--- src/rtl/lcd_pkg.sv ---
// Shared constants and types for the text-LCD sequencer: HD44780 command
// bytes, the blank character and the handshake state encoding.
package lcd_pkg;

    localparam logic [7:0] LCD_CMD_FUNC_SET = 8'h38;
    localparam logic [7:0] LCD_CMD_DISP_ON  = 8'h0C;
    localparam logic [7:0] LCD_CMD_CLEAR    = 8'h01;
    localparam logic [7:0] LCD_CMD_ENTRY    = 8'h06;
    localparam logic [7:0] LCD_CMD_LINE0    = 8'h80;
    localparam logic [7:0] LCD_CMD_LINE1    = 8'hC0;
    localparam logic [7:0] LCD_BLANK        = 8'h20;

    localparam logic [1:0] LCD_INIT_LAST = 2'd3;

    typedef enum logic [1:0] {
        ST_POWERON,
        ST_ISSUE,
        ST_HOLDOFF,
        ST_WAIT
    } seq_state_e;

    function automatic logic [7:0] initCmd(input logic [1:0] step);
        logic [7:0] cmd;
        case (step)
            2'd0:    cmd = LCD_CMD_FUNC_SET;
            2'd1:    cmd = LCD_CMD_DISP_ON;
            2'd2:    cmd = LCD_CMD_CLEAR;
            default: cmd = LCD_CMD_ENTRY;
        endcase
        return cmd;
    endfunction

endpackage

--- src/rtl/lcd_char_buf.sv ---
// Character buffer for the two display lines: register file reset to blanks,
// one synchronous write port for the host, one combinational read port.
module lcd_char_buf
    import lcd_pkg::*;
#(
    parameter int DEPTH  = 32,
    parameter int ADDR_W = $clog2(DEPTH)
) (
    input  logic              clk,
    input  logic              rst_n,
    input  logic              wr_en_i,
    input  logic [ADDR_W-1:0] wr_addr_i,
    input  logic [7:0]        wr_data_i,
    input  logic [ADDR_W-1:0] rd_addr_i,
    output logic [7:0]        rd_data_o
);

    logic [7:0] mem_q [DEPTH];

    always_ff @(posedge clk or negedge rst_n) begin
        if (!rst_n) begin
            for (int i = 0; i < DEPTH; i++) begin
                mem_q[i] <= LCD_BLANK;
            end
        end else if (wr_en_i) begin
            mem_q[wr_addr_i] <= wr_data_i;
        end
    end

    assign rd_data_o = mem_q[rd_addr_i];

endmodule

--- src/rtl/lcd_text_sequencer.sv ---
// Feeds the downstream LCD timing stage: power-on wait, HD44780 init list,
// then an endless refresh of both display lines from the character buffer.
module lcd_text_sequencer
    import lcd_pkg::*;
#(
    parameter int POWERON_CYCLES = 750000,
    parameter int COLS           = 16
) (
    input  logic       clk,
    input  logic       rst_n,
    input  logic       wr_en,
    input  logic [4:0] wr_addr,
    input  logic [7:0] wr_data,
    input  logic       lcd_busy,
    output logic       lcd_strobe,
    output logic       lcd_cmd_sel,
    output logic [7:0] lcd_data,
    output logic       init_done,
    output logic       frame_done
);

    localparam int DEPTH  = 2 * COLS;
    localparam int ADDR_W = $clog2(DEPTH);
    localparam int COL_W  = $clog2(COLS);
    localparam int CNT_W  = $clog2(POWERON_CYCLES + 1);

    seq_state_e        state_q, state_d;
    logic [CNT_W-1:0]  count_q, count_d;
    logic [1:0]        initStep_q, initStep_d;
    logic              initDone_q, initDone_d;
    logic              line_q, line_d;
    logic [COL_W-1:0]  col_q, col_d;
    logic              addrCmd_q, addrCmd_d;
    logic              cmdSel_q, cmdSel_d;
    logic [7:0]        data_q, data_d;
    logic              load;
    logic              frameDone;
    logic              initFinish;
    logic [ADDR_W-1:0] rdAddr;
    logic [7:0]        rdData;

    lcd_char_buf #(
        .DEPTH (DEPTH),
        .ADDR_W(ADDR_W)
    ) u_buf (
        .clk      (clk),
        .rst_n    (rst_n),
        .wr_en_i  (wr_en),
        .wr_addr_i(wr_addr),
        .wr_data_i(wr_data),
        .rd_addr_i(rdAddr),
        .rd_data_o(rdData)
    );

    // Handshake sequencing; the step counters advance when WAIT sees busy low,
    // so the byte for the next ISSUE is selected from the advanced (_d) values.
    always_comb begin
        state_d    = state_q;
        count_d    = count_q;
        initStep_d = initStep_q;
        initDone_d = initDone_q;
        line_d     = line_q;
        col_d      = col_q;
        addrCmd_d  = addrCmd_q;
        load       = 1'b0;
        frameDone  = 1'b0;
        initFinish = 1'b0;

        case (state_q)
            ST_POWERON: begin
                if (count_q != CNT_W'(POWERON_CYCLES)) begin
                    count_d = count_q + CNT_W'(1);
                end else if (!lcd_busy) begin
                    state_d = ST_ISSUE;
                    load    = 1'b1;
                end
            end
            ST_ISSUE:   state_d = ST_HOLDOFF;
            ST_HOLDOFF: state_d = ST_WAIT;
            ST_WAIT: begin
                if (!lcd_busy) begin
                    state_d = ST_ISSUE;
                    load    = 1'b1;
                    if (!initDone_q) begin
                        if (initStep_q == LCD_INIT_LAST) begin
                            initDone_d = 1'b1;
                            initFinish = 1'b1;
                        end else begin
                            initStep_d = initStep_q + 2'd1;
                        end
                    end else if (addrCmd_q) begin
                        addrCmd_d = 1'b0;
                    end else if (col_q == COL_W'(COLS - 1)) begin
                        col_d     = '0;
                        line_d    = ~line_q;
                        addrCmd_d = 1'b1;
                        frameDone = line_q;
                    end else begin
                        col_d = col_q + COL_W'(1);
                    end
                end
            end
            default: state_d = ST_POWERON;
        endcase
    end

    assign rdAddr = line_d ? (ADDR_W'(COLS) + ADDR_W'(col_d)) : ADDR_W'(col_d);

    // Byte capture happens on entry to ISSUE, so a host write during the
    // ISSUE cycle itself only shows up on the next frame.
    always_comb begin
        cmdSel_d = cmdSel_q;
        data_d   = data_q;
        if (load) begin
            if (!initDone_d) begin
                cmdSel_d = 1'b1;
                data_d   = initCmd(initStep_d);
            end else if (addrCmd_d) begin
                cmdSel_d = 1'b1;
                data_d   = line_d ? LCD_CMD_LINE1 : LCD_CMD_LINE0;
            end else begin
                cmdSel_d = 1'b0;
                data_d   = rdData;
            end
        end
    end

    always_ff @(posedge clk or negedge rst_n) begin
        if (!rst_n) begin
            state_q    <= ST_POWERON;
            count_q    <= '0;
            initStep_q <= '0;
            initDone_q <= 1'b0;
            line_q     <= 1'b0;
            col_q      <= '0;
            addrCmd_q  <= 1'b1;
            cmdSel_q   <= 1'b0;
            data_q     <= 8'h00;
        end else begin
            state_q    <= state_d;
            count_q    <= count_d;
            initStep_q <= initStep_d;
            initDone_q <= initDone_d;
            line_q     <= line_d;
            col_q      <= col_d;
            addrCmd_q  <= addrCmd_d;
            cmdSel_q   <= cmdSel_d;
            data_q     <= data_d;
        end
    end

    assign lcd_strobe  = (state_q == ST_ISSUE);
    assign lcd_cmd_sel = cmdSel_q;
    assign lcd_data    = data_q;
    assign init_done   = initDone_q | initFinish;
    assign frame_done  = frameDone;

endmodule
--- config.mk ---
export PLATFORM = sky130hd
export DESIGN_NAME = lcd_text_sequencer
export DESIGN_NICKNAME = d
export VERILOG_FILES = /design/src/rtl/lcd_pkg.sv /design/src/rtl/lcd_char_buf.sv /design/src/rtl/lcd_text_sequencer.sv
export SDC_FILE = /design/constraint.sdc
export NUM_CORES = 1
export LEC_CHECK = 0
export ABC_AREA = 1
export CELL_PAD_IN_SITES_DETAIL_PLACEMENT = 1
export CELL_PAD_IN_SITES_GLOBAL_PLACEMENT = 1
export CORE_ASPECT_RATIO = 0.5
export CORE_UTILIZATION = 47
export DETAILED_ROUTE_END_ITERATION = 8
export GPL_ROUTABILITY_DRIVEN = 0
export PLACE_DENSITY_LB_ADDON = 0.1
export SLEW_MARGIN = 20
export SYNTH_ARGS = -nofsm -noshare
export SYNTH_HDL_FRONTEND = slang
export SYNTH_SLANG_ARGS = --single-unit
--- constraint.sdc ---
create_clock -name clk -period 2.6 [get_ports clk]
set_clock_uncertainty 0.1 [all_clocks]
set_input_delay 0.52 -clock clk [delete_from_list [all_inputs] [get_ports clk]]
set_output_delay 0.52 -clock clk [all_outputs]
set_load 0.005 [all_outputs]
After elaboration in Yosys (flattened, before gate mapping)
Cells that the tools add are included.

storage, ports and cells
  bits in registers = 296
  input port bits = 17
  output and inout port bits = 12
  word-level logic and storage cells = 115

operators by class
  add/sub/neg operators = 4
  magnitude comparators = 3
  equality and inequality tests = 9
  muxes and demuxes = 50
  bitwise logic cells = 4
  reduce and logical (&&, ||, !) cells = 4

operators with widths
  kind                                                                           count
  256-bit bitwise mux                                                            1
  8-bit binary-select mux with 5-bit select                                      1
  8-bit demux with 5-bit select                                                  1
  8-bit 2-to-1 mux                                                               5
  1-bit 2-to-1 mux                                                               26
  20-bit by 1-bit adder with 20-bit output (second input constant)               1
  4-bit 2-to-1 mux                                                               5
  20-bit != test (second input constant)                                         1
  6-bit case mux with 3 select lines                                             1
  6-bit >= comparator (second input constant)                                    2
  2-bit 2-to-1 mux                                                               6
  5-bit NOT with 6-bit output                                                    2
  2-bit == test (second input constant)                                          4
  2-bit case mux with 4 select lines                                             1
  7-bit 2-to-1 mux                                                               1
  6-bit by 1-bit less-than comparator with 1-bit output (second input constant)  1
  5-bit by 4-bit adder with 5-bit output (first input constant)                  1
  5-bit 2-to-1 mux                                                               1
  4-bit by 1-bit adder with 4-bit output (second input constant)                 1
  2-bit by 1-bit == test with 1-bit output (second input constant)               2
  4-bit == test (second input constant)                                          1
  2-bit logical NOT                                                              2
  2-bit by 1-bit adder with 2-bit output (second input constant)                 1
  2-bit != test (second input constant)                                          1
  5 further kinds                                                                5

Longest topological paths before layout
Gate-level depths: netlist of run 1.

  depth after elaboration = 14
  depth in mapped cells = 16
  depth with buffers taken out = 14

Cells and area by module
A second synthesis of run 1 with hierarchy kept.

second synthesis, totals
  cells, all modules = 1803
  area total of the unflattened synthesis = 14306.2 µm²

by module, submodules not included
  module              instances  cells each  area each (µm²)  seq. area each (µm²)
  lcd_char_buf        1          1491        11936.4          6446.2
  lcd_text_sequencer  1          312         2369.8           1002.2

Worst setup path before layout of run 1
OpenSTA, ideal clock, no wires.

  path type = flip-flop to flip-flop
  start point = register col_q[0]
  end point = register data_q[2] (netlist: lcd_data[2])
  library setup time = 77 ps
  arrival time = 1931 ps
  data required time = 2423 ps
  slack = 491 ps
  cell stages (with the launch flop) = 13
  path buffers = 0
  clock period less this slack = 2109 ps
  path through = dfrtp_1 > ha_1 > nand3_1 > inv_1 > ha_1 > or2_2 > o21ai_2 > inv_2 > nand3_1 > nand3_1 > nand2_1 > nand2_1 > a21oi_1

between the ends
  elaborated cells on any way between the ends = 25
  those cells by class = add/sub: 2; eq/ne: 1; mux: 21; bitwise: 1

RTL lines
  element                                               RTL line                   text
  from (decl)                                           lcd_text_sequencer.sv:32   logic [COL_W-1:0] col_q, col_d;
  from (signal assigned)                                lcd_text_sequencer.sv:145  col_q <= col_d;
  4-bit == test                                         lcd_text_sequencer.sv:93   end else if (col_q == COL_W'(COLS - 1)) begin
  1-bit 2-to-1 mux                                      lcd_text_sequencer.sv:93
  1-bit 2-to-1 mux                                      lcd_text_sequencer.sv:91   end else if (addrCmd_q) begin
  1-bit 2-to-1 mux                                      lcd_text_sequencer.sv:84   if (!initDone_q) begin
  1-bit 2-to-1 mux                                      lcd_text_sequencer.sv:81   if (!lcd_busy) begin
  1-bit 2-to-1 mux                                      lcd_text_sequencer.sv:69   case (state_q)
  named net line_d                                      lcd_text_sequencer.sv:31   logic line_q, line_d;
  5-bit 2-to-1 mux                                      lcd_text_sequencer.sv:107  assign rdAddr = line_d ? (ADDR_W'(COLS) + ADDR_W'(col_d)) : ADDR_W'(col_d);
  5-bit NOT with 6-bit output (implied by the code)     lcd_char_buf.sv:30         assign rd_data_o = mem_q[rd_addr_i];
  8-bit binary-select mux with 5-bit select             lcd_char_buf.sv:30
  8-bit 2-to-1 mux (implied by the code) (2 in series)  lcd_char_buf.sv:30
  8-bit 2-to-1 mux                                      lcd_text_sequencer.sv:118  end else if (addrCmd_d) begin
  8-bit 2-to-1 mux                                      lcd_text_sequencer.sv:115  if (!initDone_d) begin
  to (signal assigned)                                  lcd_text_sequencer.sv:148  data_q <= data_d;
  to (decl)                                             lcd_text_sequencer.sv:35   logic [7:0] data_q, data_d;

The timed path passes the listed nets, and every way through them passes these cells. The select of a mux whose other input is x is not followed.
A chain may end at the register's enable or synchronous reset.

Worst setup path after layout of run 1
  start point = input port lcd_busy
  end point = register data_q[1] (netlist: lcd_data[1])

between the ends
  longest elaborated chain between the ends = 10
  elaborated cells on any way between the ends = 25
  those cells by class = add/sub: 1; eq/ne: 2; mux: 20; bitwise: 1; reduce/logical: 1

RTL lines
  element                                               RTL line                   text
  from (decl)                                           lcd_text_sequencer.sv:14   input logic lcd_busy,
  4-bit 2-to-1 mux                                      lcd_text_sequencer.sv:81
  4-bit 2-to-1 mux                                      lcd_text_sequencer.sv:69
  5-bit by 4-bit adder with 5-bit output                lcd_text_sequencer.sv:107
  5-bit 2-to-1 mux                                      lcd_text_sequencer.sv:107
  5-bit NOT with 6-bit output (implied by the code)     lcd_char_buf.sv:30
  8-bit binary-select mux with 5-bit select             lcd_char_buf.sv:30
  8-bit 2-to-1 mux (implied by the code) (2 in series)  lcd_char_buf.sv:30
  8-bit 2-to-1 mux                                      lcd_text_sequencer.sv:118
  8-bit 2-to-1 mux                                      lcd_text_sequencer.sv:115

Parallel ways exist; a longest one is shown, timed or not. The select of a mux whose other input is x is not followed.

==> results of run 1 <==
## final timing paths
check / end / slack, ns
max: lcd_data[1] / 0.04
min: u_buf.mem_q[87] / 0.38
max reg2reg: lcd_data[5] / 0.04
min reg2reg: u_buf.mem_q[87] / 0.38
max in group asynchronous: u_buf.mem_q[149] / 1.14
min in group asynchronous: u_buf.mem_q[255] / 0.42
## metrics by stage
step | TNS (ns) | worst slack, ns | power (W)
after floorplan | 0 | 0.491 | 0.0106
after global placement | -5.63 | -0.620 | 0.0139
after detailed placement | -10.34 | -0.642 | 0.0142
after CTS | -0.158 | -0.158 | 0.0187
after global routing | -0.225 | -0.0542 | 0.0204
final | 0 | 0.0377 | 0.0195
## power by group
part / internal, W / switching (W)
registers: 0.00562 / 0.000676
logic: 0.00335 / 0.00559
clock network: 0.00237 / 0.00186
total: 0.0113 / 0.00814
## layout by cell type, fill, tap and decap left out, types with 8 or more instances in the layout
cell type	netlist	layout
nor2_1	85	79
dfrtp_1	263	262
clkbuf_16	0	30
dfstp_2	33	33
a21oi_1	51	49
nand3_1	317	290
clkbuf_8	0	8
clkbuf_1	64	8
clkdlybuf4s50_1	0	24
nor3_1	19	19
xnor2_1	11	11
nand3_2	0	21
nand4_1	9	9
buf_4	5	106
inv_1	50	48
nand2_1	472	469
o21ai_0	237	237
xor2_1	8	8
buf_12	0	14
## cells by family after synthesis
| family | Yosys count | share of synthesized area [%] |
|---|---|---|
| buffers and inverters | 172 | 5.34 |
| xor gates and xnor gates | 20 | 1.38 |
| DFF | 296 | 53.2 |
| adders and majority gates | 9 | 0.804 |
| and+or+nand+nor | 915 | 28.3 |
| AOI/OAI and AO/OA | 303 | 11.0 |
## cell type report
class	instances	area [um2]	share of cell area, %
Multi-Input combinational cell	1247	6090	36.3
Tap cell	391	489	2.92
Timing Repair Buffer	162	1580	9.44
Inverter	56	220	1.32
Sequential cell	296	7450	44.5
Clock inverter	5	53.8	0.321
Clock buffer	45	866	5.17
## flip-flops by register name (all words and copies together), names as in the netlist
register	flops
state_q	2
count_q	20
u_buf.mem_q	256
initDone_q	1
col_q	4
line_q	1
addrCmd_q	1
initStep_q	2
lcd_cmd_sel	1
lcd_data	8
## routing by layer
| metal | wire length (um) | track usage, % | share of wire, % | up-vias |
|---|---|---|---|---|
| met2 | 23300 | 53.0 | 46 | 442 |
| met1 | 22100 | 45.3 | 44 | 6764 |
| met4 | 1120 | 8.54 | 2.2 | 4 |
| met3 | 3980 | 7.99 | 7.9 | 96 |
| li1 | - | - | - | 5877 |
| met5 | 27 | 0 | 0.053 | - |
## worst reg2reg max path, delay by kind of cell, from the launching register on
kind	cells	cell delay, ns
AND/OR/NAND/NOR	9	0.92
buffers and inverters	6	0.76
AO/OA/AOI/OAI	1	0.14
flip-flops	1	0.55
## timing repair
action	CTS	global route
pin swaps	2	12
setup endpoints to repair	11	9
hold endpoints to repair	57	0
gates cloned	1	1
setup buffers	4	5
gates resized for setup	21	59
hold buffers	1	0
==> key figures, run 1 <==
Die
  • Die Wd: 246 um
  • # IOs: 29
  • # rows: 44
  • Core Box Area: 29100 um2
  • Die Y: 124 um
  • Initial Utilization: 48.1%
  • Die footprint: 30500 um2

Synthesis
  • Unique masters post-synth: 31
  • Synth warn: 0
  • Primary FF master, synth: dfrtp_1
  • Most common cell in the synthesized netlist: nand2_1
  • Syn Inst Count: 1715
  • Sequential fraction of the synthesis area: 53.2%
  • Syn nets: 1741
  • Post-synth EDFFs: 0
  • Yosys top cell area share: 47.0%
  • Commonest cells post-synth: nand2_1, nand3_1, dfrtp_1
  • Mapped Area: 14000 um2
  • Cell taking the most area after synthesis: dfrtp_1
  • Yosys reg bits: 296
  • Avg Inst Size Synth: 8.17 um2
  • FFs w/ async S/R, synth: 100%
  • Top post-synthesis cells by area: dfrtp_1, nand2_1, nand3_1

Setup path
  • CP Cell Sequence: clkdlybuf4s50_1 > inv_2 > nand4_4 > buf_6 > buf_4 > o21ai_4 > buf_12 > buf_4 > nand3_1 > nand3_2 > nand3_2 > nand3_4 > nand2_1 > nand2_1 > a21oi_1
  • CP max stage delay: 0.47 ns
  • CP bufs+invs: 6
  • CP startpoint kind: input port
  • CP required: 2.96 ns
  • Crit-path max FO: 8
  • Crit path max-delay family: buffers and inverters
  • WP data arrival: 2.92 ns
  • Slowest-stage cell, CP: clkdlybuf4s50_1
  • Crit. Startpoint: lcd_busy
  • Reg2Reg Depth: 16
  • CP Depth: 15
  • Worst reg2reg startpoint: addrCmd_q
  • Worst Setup Path Type: in2reg
  • CP Capture Type: flip-flop

Power
  • Worst VDD drop: 592 uV
  • Leakage Power: 7.53 nW
  • PD cells: 1160 nW/um2

GRT
  • GRT Resource Usage Total: 33.1%
  • Via count of the first global-routing pass: 13400
  • First-pass GRT wire length: 77100 um
  • Initial antenna violation count: 2
  • GRT overflow: 0
  • Pin count of the biggest net entering global routing: 76

Cells and area
  • Number of nets in the layout: 1818
  • # fillers: 3453
  • Final Cell Area: 16700 um2
  • Final non-filler cell total: 2202
  • Fin util: 57.5%
  • Antenna diode count: 0
  • Area Overhead vs Synth: 19.5%
  • Layout cells sized above 1: 15.0%

Clock tree
  • Num CTS Buffers: 29
  • CTS tree: built
  • H-tree depth: 1
  • CTS Root Cell: clkbuf_16
  • Clk_lat worst skew: 0.56 ns
  • Reg clk slew, reported paths: 0.07 ns
  • Count of clock tree sinks: 296
  • Bufs on Longest Clock Path: 3

STA
  • Final number of hold-violating endpoints: 0
  • Hold_ws: 0.384 ns
  • Slew Limit Fails: 0
  • Slew margin rel.: 55.4%
  • Crit share post-route: 98.5%
  • RSZ-0062 raised after global routing: yes
  • Setup Viol. Count Final: 0
  • Worst-margin pin slew: 0.669 ns
  • Post-route minimum period: 2.56 ns
  • Fmax: 390 MHz

Placement
  • Post-placement cell count: 2140
  • IO buf count: 28
  • DP HPWL: 32500 um
  • Post-DP Area: 15400 um2

Run status
  • Status: finished clean

Routing
  • Post-route ant nets: 0
  • Vias per cell: 5.99
  • WL/cell: 22.9 um
  • DRC: 0
  • Starting DRC count in detailed routing: 1169
  • Detailed Routing Iterations Pass 1: 5
  • Via count: 13200
  • Final WL: 50500 um

Hold path
  • Hold Path Class: reg2reg
  • Hold path depth: 2
  • Worst Min Path Start: u_buf.mem_q[87]

Run
  • Max-capacitance violation count: 0
(Power assumes the default switching activity.)
==> inputs of run 2 (changes only) <==
REMOVE_ABC_BUFFERS = 1   (was unset)
==> run 2 against run 1 <==
First-iteration DRC count is 7.9% higher. Total power increased by 0.73%. Maximum frequency increased by 1.4%. Global-route usage is 0.33 points lower. Sequential share of layout area down 0.47 points. Die area unchanged. Sequential power about the same. Combinational power up 2%. Critical path type is now reg2reg. Critical endpoint is now lcd_data[2]. Largest power group unchanged. Highest routed layer is now met4.
==> key figures, run 2 (synthesis gave the netlist of run 1 again) <==
Run status
  • Status: finished clean

STA
  • Slew margin rel.: 58.0% (+2.6 points)
  • Setup Viol. Count Final: 0 (unchanged)
  • Post-route minimum period: 2.53 ns (-0.0365 ns)
  • Setup TNS: 0 ns (unchanged)
  • Worst-margin pin slew: 0.628 ns (-0.0411 ns)
  • Final number of hold-violating endpoints: 0 (unchanged)
  • Fmax: 396 MHz (+1.4%)
  • RSZ-0062 raised after global routing: yes
  • Slew Limit Fails: 0 (unchanged)
  • Crit share post-route: 97.1% (-1.4 points)

Cells and area
  • Largest register FFs: 256 (unchanged)
  • Area Overhead vs Synth: 20.8%
  • Layout cells sized above 1: 14.8% (-0.15 points)
  • # fillers: 3474 (+0.61%)
  • Most common cell after layout, fill and taps aside: nand2_1
  • Number of nets in the layout: 1834 (+0.88%)
  • Commonest cells after routing, fill and taps aside: nand2_1, nand3_1, dfrtp_1, o21ai_0, buf_4
  • Biggest register: u_buf.mem_q
  • Antenna diode count: 0 (unchanged)
  • Fin util: 58.1% (+0.60 points)
  • Final Cell Area: 16900 um2 (+1.0%)

GRT
  • Initial antenna violation count: 1 (-1)
  • GRT Resource Usage Total: 32.8% (-0.33 points)
  • First-pass GRT wire length: 77200 um (+0.19%)
  • Pin count of the biggest net entering global routing: 75 (-1.3%)
  • GRT overflow: 0 (unchanged)
  • Via count of the first global-routing pass: 13500 (+1.0%)

Routing
  • Final WL: 50200 um (-0.58%)
  • WL/cell: 22.6 um (-1.4%)
  • Via count: 13200 (+0.0076%)
  • Post-route ant nets: 0 (unchanged)
  • Vias per cell: 5.94 (-0.80%)
  • Starting DRC count in detailed routing: 1261 (+7.9%)
  • Detailed Routing Iterations Pass 1: 7 (+2)
  • DRC: 0 (unchanged)

Clock tree
  • Count of clock tree sinks: 296 (unchanged)
  • H-tree depth: 1 (unchanged)
  • Clk_lat worst skew: 0.57 ns (about the same)
  • Bufs on Longest Clock Path: 3 (unchanged)
  • CTS tree: built
  • Num CTS Buffers: 27 (-6.9%)
  • Reg clk slew, reported paths: 0.07 ns (about the same)
  • CTS Root Cell: clkbuf_16

Power
  • Worst VDD drop: 664 uV (+12%)
  • PD cells: 1160 nW/um2 (-0.31%)
  • Leakage Power: 7.65 nW (+1.6%)

Placement
  • DP HPWL: 32200 um (-0.92%)
  • Post-DP Area: 15600 um2 (+1.5%)
  • IO buf count: 28 (unchanged)

Die
  • # IOs: 29 (unchanged)
  • Die Wd: 246 um (unchanged)
  • Core Box Area: 29100 um2 (unchanged)
  • Die footprint: 30500 um2 (unchanged)
  • # rows: 44 (unchanged)
  • Initial Utilization: 48.1% (unchanged)
  • Die Y: 124 um (unchanged)

Setup path
  • CP required: 2.94 ns (-0.02 ns)
  • Worst Setup Path Type: reg2reg
  • WP data arrival: 2.87 ns (-0.05 ns)
  • Crit-path max FO: 6 (-2)
  • CP startpoint kind: flip-flop
  • CP Capture Type: flip-flop

Hold path
  • Hold Path Class: in2async

Run
  • Max-capacitance violation count: 0 (unchanged)
## run 2: changes by cell type in the layout (fill, tap and decap cells not counted), sizes merged, moves of 2 or more
cell | previous run | this run
clkinv | 5 | 9
clkbuf | 46 | 42
buf | 132 | 147
inv | 55 | 57
## run 2: final timing paths
kind | slack, ns | cells past startpoint | to | from
setup / recovery | 0.07 | 15 | lcd_data[2] | state_q[0]
hold / removal | 0.36 | 2 | count_q[8] | rst_n
setup reg to reg | 0.07 | 15 | lcd_data[2] | state_q[0]
hold reg to reg | 0.39 | 2 | u_buf.mem_q[119] | u_buf.mem_q[119]
max in group asynchronous | 1.23 | 3 | u_buf.mem_q[197] | rst_n
min in group clk | 0.39 | 2 | u_buf.mem_q[119] | u_buf.mem_q[119]
## run 2: repair_timing
item	CTS	global route
setup endpoints to repair	6	11
gates resized for setup	9	29
cloned	0	5
setup buffers	12	3
pin swaps	3	2
endpoints found under the hold margin	35	0
hold buffers	1	0
## run 2: worst max-delay path, stage by stage, from the launching register on
cell	delay, ns
dfrtp_1	0.40
ha_4	0.18
inv_2	0.05
nor2_2	0.14
a31oi_2	0.13
buf_4	0.15
buf_4	0.12
buf_4	0.12
buf_4	0.12
buf_4	0.12
buf_4	0.17
inv_1	0.12
nor2_1	0.09
buf_4	0.14
nor2_1	0.17
a21oi_1	0.10
## run 2: area by class of cell
type | count | area [um2] | area share [%]
clock buffers | 37 | 793 | 4.69
multi-input cells | 1247 | 5960 | 35.2
well taps | 391 | 489 | 2.89
inverters | 56 | 210 | 1.24
flip-flops and latches | 296 | 7450 | 44.0
repair buffers | 180 | 1890 | 11.2
clock inverters | 13 | 129 | 0.762
## run 2: per-stage QoR
stage / hold slack [ns] / std cells / worst slack [ns] / total power [W]
6_report: 0.357 / 2220 / 0.0743 / 0.0196
5_1_grt: 0.376 / 2220 / -0.0332 / 0.0206
4_1_cts: 0.367 / 2212 / 0.0193 / 0.0188
3_5_place_dp: 0.364 / 2149 / -0.552 / 0.0144
3_3_place_gp: 0.355 / 2149 / -0.479 / 0.0140
2_1_floorplan: 0.124 / 1599 / -2.53 / 0.0102
## run 2: layer usage
| layer | share of wire, % | global-route usage, % | vias up | routed length [um] |
|---|---|---|---|---|
| met1 | 44 | 45.1 | 6714 | 22300 |
| met4 | 2.1 | 9.70 | 0 | 1030 |
| met3 | 7.3 | 6.38 | 78 | 3680 |
| li1 | - | - | 5915 | - |
| met2 | 46 | 52.8 | 477 | 23200 |
| met5 | 0 | 0 | - | 0 |
## run 2: power by group
| part | switching [W] | total, W | internal, W |
|---|---|---|---|
| clock network | 0.00190 | 0.00424 | 0.00234 |
| registers | 0.000668 | 0.00629 | 0.00562 |
| logic | 0.00546 | 0.00908 | 0.00362 |
